**config.mk**
```make
export PLATFORM = sky130hd
export DESIGN_NAME = key_repeat_conditioner
export DESIGN_NICKNAME = d
export VERILOG_FILES = /design/src/rtl/key_repeat_conditioner.sv
export SDC_FILE = /design/constraint.sdc
export NUM_CORES = 1
export LEC_CHECK = 0
export BUFFER_PORTS_ARGS = -buffer_cell sky130_fd_sc_hd__buf_4
export CAP_MARGIN = 30
export CORE_UTILIZATION = 54
export DETAILED_ROUTE_END_ITERATION = 8
export HOLD_SLACK_MARGIN = 0.15
export PLACE_DENSITY = 0.92
export SYNTH_ARGS = -nofsm -noshare
export SYNTH_HDL_FRONTEND = slang
export SYNTH_SLANG_ARGS = --single-unit
export TNS_END_PERCENT = 5
```
**constraint.sdc**
```tcl
create_clock -name clk -period 4.3 [get_ports clk]
set_input_delay 0.215 -clock clk [delete_from_list [all_inputs] [get_ports clk]]
set_output_delay 0.215 -clock clk [all_outputs]
set_load 0.1 [all_outputs]
```
**src/rtl/key_repeat_conditioner.sv**
```systemverilog
// Conditions the APF controller key word into held/pressed/released vectors plus an auto-repeat pulse vector.
// Optional per-bit debounce is enabled by defining KEY_DEBOUNCE_EN.
module key_repeat_conditioner #(
    parameter int unsigned REPEAT_DELAY   = 20,
    parameter int unsigned REPEAT_RATE    = 4,
    parameter int unsigned DEBOUNCE_TICKS = 2
) (
    input  logic        clk,
    input  logic        reset,
    input  logic        tick,
    input  logic [31:0] key_in,
    output logic [15:0] held,
    output logic [15:0] pressed,
    output logic [15:0] released,
    output logic [15:0] repeat_out,
    output logic        connected,
    output logic [3:0]  ctype
);

    localparam int unsigned NKEYS   = 16;
    localparam int unsigned CNT_MAX = (REPEAT_DELAY > REPEAT_RATE) ? REPEAT_DELAY : REPEAT_RATE;
    localparam int unsigned CW      = $clog2(CNT_MAX + 1);
    localparam logic [3:0]  CTYPE_NONE = 4'h0;

    typedef enum logic [1:0] {
        ST_IDLE,
        ST_DELAY,
        ST_REPEAT
    } state_t;

    logic [NKEYS-1:0] key_q, key_d;
    logic [3:0]       ctype_q, ctype_d;
    logic             connected_q, connected_d;
    logic [NKEYS-1:0] raw;
    logic [NKEYS-1:0] held_q, held_d;
    logic [NKEYS-1:0] pressed_q, pressed_d;
    logic [NKEYS-1:0] released_q, released_d;
    logic [NKEYS-1:0] repeat_q, repeat_d;
    logic             change;
    state_t           state_q, state_d;
    logic [CW-1:0]    cnt_q, cnt_d;
    logic             unused_bits_c;

    // Controller bits [27:16] carry no button information.
    assign unused_bits_c = ^key_in[27:16];

    always_comb begin
        key_d       = key_in[NKEYS-1:0];
        ctype_d     = key_in[31:28];
        connected_d = (key_in[31:28] != CTYPE_NONE);
    end

    assign raw = key_q & {NKEYS{connected_q}};

`ifdef KEY_DEBOUNCE_EN
    localparam int unsigned DW = $clog2(DEBOUNCE_TICKS + 1);

    logic [DW-1:0] dbc_q [NKEYS];
    logic [DW-1:0] dbc_d [NKEYS];

    // A bit follows raw only after disagreeing for DEBOUNCE_TICKS ticks; disconnect bypasses this.
    always_comb begin
        held_d = held_q;
        for (int i = 0; i < int'(NKEYS); i++) begin
            dbc_d[i] = dbc_q[i];
        end
        if (!connected_q) begin
            held_d = '0;
            for (int i = 0; i < int'(NKEYS); i++) begin
                dbc_d[i] = '0;
            end
        end else begin
            for (int i = 0; i < int'(NKEYS); i++) begin
                if (raw[i] == held_q[i]) begin
                    dbc_d[i] = '0;
                end else if (tick) begin
                    if (dbc_q[i] == DW'(DEBOUNCE_TICKS - 1)) begin
                        held_d[i] = raw[i];
                        dbc_d[i]  = '0;
                    end else begin
                        dbc_d[i] = dbc_q[i] + DW'(1);
                    end
                end
            end
        end
    end

    always_ff @(posedge clk or posedge reset) begin
        if (reset) begin
            for (int i = 0; i < int'(NKEYS); i++) begin
                dbc_q[i] <= '0;
            end
        end else begin
            for (int i = 0; i < int'(NKEYS); i++) begin
                dbc_q[i] <= dbc_d[i];
            end
        end
    end
`else
    localparam int unsigned unused_debounce_ticks = DEBOUNCE_TICKS;

    always_comb begin
        held_d = raw;
    end
`endif

    assign pressed_d  = held_d & ~held_q;
    assign released_d = ~held_d & held_q;
    assign change     = |(pressed_d | released_d);

    // Repeat timer: a held-set change always wins over a coincident timer expiry.
    always_comb begin
        state_d  = state_q;
        cnt_d    = cnt_q;
        repeat_d = pressed_d;
        if (change) begin
            if (held_d != '0) begin
                state_d = ST_DELAY;
                cnt_d   = CW'(REPEAT_DELAY);
            end else begin
                state_d = ST_IDLE;
                cnt_d   = '0;
            end
        end else begin
            case (state_q)
                ST_IDLE: begin
                    cnt_d = '0;
                end
                ST_DELAY, ST_REPEAT: begin
                    if (tick) begin
                        if (cnt_q == CW'(1)) begin
                            repeat_d = held_q;
                            cnt_d    = CW'(REPEAT_RATE);
                            state_d  = ST_REPEAT;
                        end else begin
                            cnt_d = cnt_q - CW'(1);
                        end
                    end
                end
                default: begin
                    state_d = ST_IDLE;
                    cnt_d   = '0;
                end
            endcase
        end
    end

    always_ff @(posedge clk or posedge reset) begin
        if (reset) begin
            key_q       <= '0;
            ctype_q     <= CTYPE_NONE;
            connected_q <= 1'b0;
            held_q      <= '0;
            pressed_q   <= '0;
            released_q  <= '0;
            repeat_q    <= '0;
            state_q     <= ST_IDLE;
            cnt_q       <= '0;
        end else begin
            key_q       <= key_d;
            ctype_q     <= ctype_d;
            connected_q <= connected_d;
            held_q      <= held_d;
            pressed_q   <= pressed_d;
            released_q  <= released_d;
            repeat_q    <= repeat_d;
            state_q     <= state_d;
            cnt_q       <= cnt_d;
        end
    end

    assign held       = held_q;
    assign pressed    = pressed_q;
    assign released   = released_q;
    assign repeat_out = repeat_q;
    assign connected  = connected_q;
    assign ctype      = ctype_q;

endmodule

```
==> reports/qor.txt <==
Final Cycle Share -> 0.7552
CP Launch Type -> register
via count -> 2210
RSZ-0062 raised after global routing -> no
syn_nets -> 312
Reg2Reg Depth -> 8
DRC viols -> 0
Synth area leaders -> dfrtp_1 (67%), ha_1 (13%), mux2_2 (5.3%)
CP Data Required Time -> 4.53 ns
Worst Setup SP -> connected
syn avg cell area -> 14.15 sq um
Area Overhead vs Synth -> 35.89%
CP Buf/Inv Count -> 2
post-DR wirelength/cell -> 16.26 um
Distinct cells, synth -> 29
HP Class -> input pin to asynchronous set/reset pin
Worst slew margin -> 0.5211
sequential area share after synthesis -> 0.6725
First DRT Iteration DRCs -> 114
CP max FO -> 18
clk_lat worst skew -> 0.35 ns
Final Non-Filler Cells -> 443
mux share of post-synthesis cell area -> 0.05556
Placeable Area -> 6026 sq um
TritonCTS Buffers -> 9
max incr delay on CP -> 0.79 ns
compound-cell area share of the yosys netlist -> 0.01791
CTS max path bufs -> 2
All-Layer GR Usage -> 0.2409
io pins -> 104
Setup Viol. Count Final -> 0
top cell type's share of synthesized area -> 0.6725
Yosys Warn Count -> 0
delay-heaviest family, CP -> simple AND/OR/NAND/NOR gates
Reg2Reg Setup Slack -> 1.05 ns
die width -> 81.62 um
largest net degree at the start of global routing -> 61
DR pass1 iterations -> 4
DRT antenna net count -> 0
Peak VDD IR -> 0.2835 mV
post-synthesis cell area -> 3423 sq um
CP Depth -> 8
Worst Skew -> 0.01009 ns
top-count cell post-synth -> dfrtp_1
diode count -> 0
Placed Instances -> 406
Synth Register Bits -> 92
vias per inst -> 4.989
worst slew pin tran -> 0.7130 ns
Mapped Cells -> 242
ranking of synthesized cells by instance count -> dfrtp_1 (92), inv_1 (38), ha_1 (35), nand2_1 (20), mux2_2 (16)
post-place setup slack -> 1.097 ns
CP Class -> register to register
status -> finished clean
die area -> 6662 sq um
Reg2Reg Capture Point -> repeat_out[13]
asr flop ratio synth -> 1.000
vias in the first global route -> 2404
DP Wirelength -> 4742 um
crit path to -> repeat_out[13]
critical path arrival -> 3.48 ns
max frequency -> 307.9 MHz
root buffer cell -> clkbuf_8
nets -> 435
initial core utilization -> 0.5681
postcts setup bufs -> 0
share of layout cells above drive strength 1 -> 0.3560
crit-path cells -> nand2_1 > inv_1 > ha_1 > nand4_1 > or3_1 > nor4_4 > buf_4 > mux2_2
Synth area leader -> dfrtp_1
Simple-Gate Fraction of Synth Area -> 0.07749
area share of fa/ha/maj cells after synthesis -> 0.1279
first-pass GRT wire length -> 11320 um
TritonCTS clock tree -> yes
DRT Wirelength -> 7202 um
clock sink total -> 92
setup slack after layout -> 1.053 ns
I/O Buffers -> 91
htree depth -> 3
number of synthesized flops with an enable pin -> 0
minimum clock period -> 3.247 ns
final-report max-slew violation count -> 0
grt total ovfl -> 0
Worst R2R Start -> connected
pwr dens -> 437.7 nW/um^2
num rows -> 28
setup tns final -> 0 ns
final hold violations -> 0
initial antenna violation count -> 0
Die Ht -> 81.62 um
crit path max-delay cell type -> dfrtp_1
main combinational cell family by area after synthesis -> adder cells
Max Cap Violations -> 0
static leakage -> 2.475 nW
XOR/XNOR Fraction of Synth Area -> 0
Reg clk slew, reported paths -> 0.08 ns
predominant post-synthesis flop cell -> dfrtp_1
Routability Congestion -> 0.7922
CP Capture Type -> register
## repair_timing
item / in CTS / in global routing
setup endpoints to repair: 0 / 0
hold buffers: 22 / 0
hold endpoints to repair: 81 / 0
resized for setup: 0 / 0
## cell usage in the layout, fill, tap and decap left out, drive strengths merged
master	count
buf	94
dfrtp	92
inv	38
ha	35
dlygate4sd3	22
nand2	20
mux2	16
clkbuf	10
nor4	6
nand4	5
nor2	4
o21ai	4
a21oi	3
clkinv	2
bufinv	2
nand3b	2
nor3b	1
or3	1
or4	1
and4bb	1
mux2i	1
o221a	1
or2b	1
nand3	1
nand2b	1
a211oi	1
o21a	1
or4b	1
nor3	1
## worst min-delay path by stage
stage / from / end / cells past startpoint / slack [ns]
6_report: reset / key_q[13] / 3 / 0.30
5_1_grt: reset / key_q[13] / 3 / 0.30
4_1_cts: key_in[1] / key_q[1] / 2 / 0.50
3_5_place_dp: key_in[1] / key_q[1] / 1 / 0.33
3_3_place_gp: key_in[13] / key_q[13] / 1 / 0.33
2_1_floorplan: key_in[28] / ctype[0] / 0 / 0.25
## per-stage QoR
stage | area (sq um) | hold slack (ns) | total power [mW] | util
CTS | 4624 | 0.5002 | 2.041 | 0.7674
finish | 4652 | 0.2950 | 2.036 | 0.7720
detailed placement | 4193 | 0.3256 | 1.408 | 0.6958
global placement | 4193 | 0.3252 | 1.396 | 0.6958
global route | 4652 | 0.3020 | 2.105 | 0.7720
floorplan | 3423 | 0.2464 | 1.295 | -
## logic make-up (layout without fill, tap and decap cells)
logic type | Yosys count | after routing
fa+ha+maj | 35 | 35
compound gates | 10 | 10
buf+inv | 42 | 168
flops | 92 | 92
mux | 17 | 17
simple gates | 46 | 46
## flip-flops by register name, indices dropped and copies added (netlist names)
name	cells
held	16
key_q	16
pressed	16
released	16
repeat_out	16
cnt_q	5
ctype	4
state_q	2
connected	1
## per-layer routing
metal  vias to the layer above  global-route usage  share of wire  routed length [um]
met2                        79              0.4142           0.52                3736
li1                       1023                   -              -                   -
met4                         0              0.1281          0.033                 238
met5                         -                   0              0                   0
met1                      1087              0.2696           0.39                2840
met3                        21             0.07111          0.054                 387
## final cells by class
class | count | area (sq um)
sequential | 92 | 2302
fill | 382 | 1374
multi-input combinational | 108 | 954.7
timing repair buffer | 116 | 945.9
inverter | 38 | 143.9
clock buffer | 10 | 137.6
tap | 75 | 93.84
clock inverter | 4 | 73.82
## worst reg2reg max path, cell delays in order, from the launching register on
cell,delay [ns]
dfrtp_1,0.79
nand2_1,0.22
inv_1,0.13
ha_1,0.14
nand4_1,0.19
or3_1,0.44
nor4_4,0.55
buf_4,0.31
mux2_2,0.36
## power breakdown
| part | switching, mW | internal (mW) |
|---|---|---|
| sequential | 0.0263 | 0.911 |
| combinational | 0.369 | 0.106 |
| clock | 0.286 | 0.338 |
| total | 0.681 | 1.35 |
(Power assumes the default switching activity.)
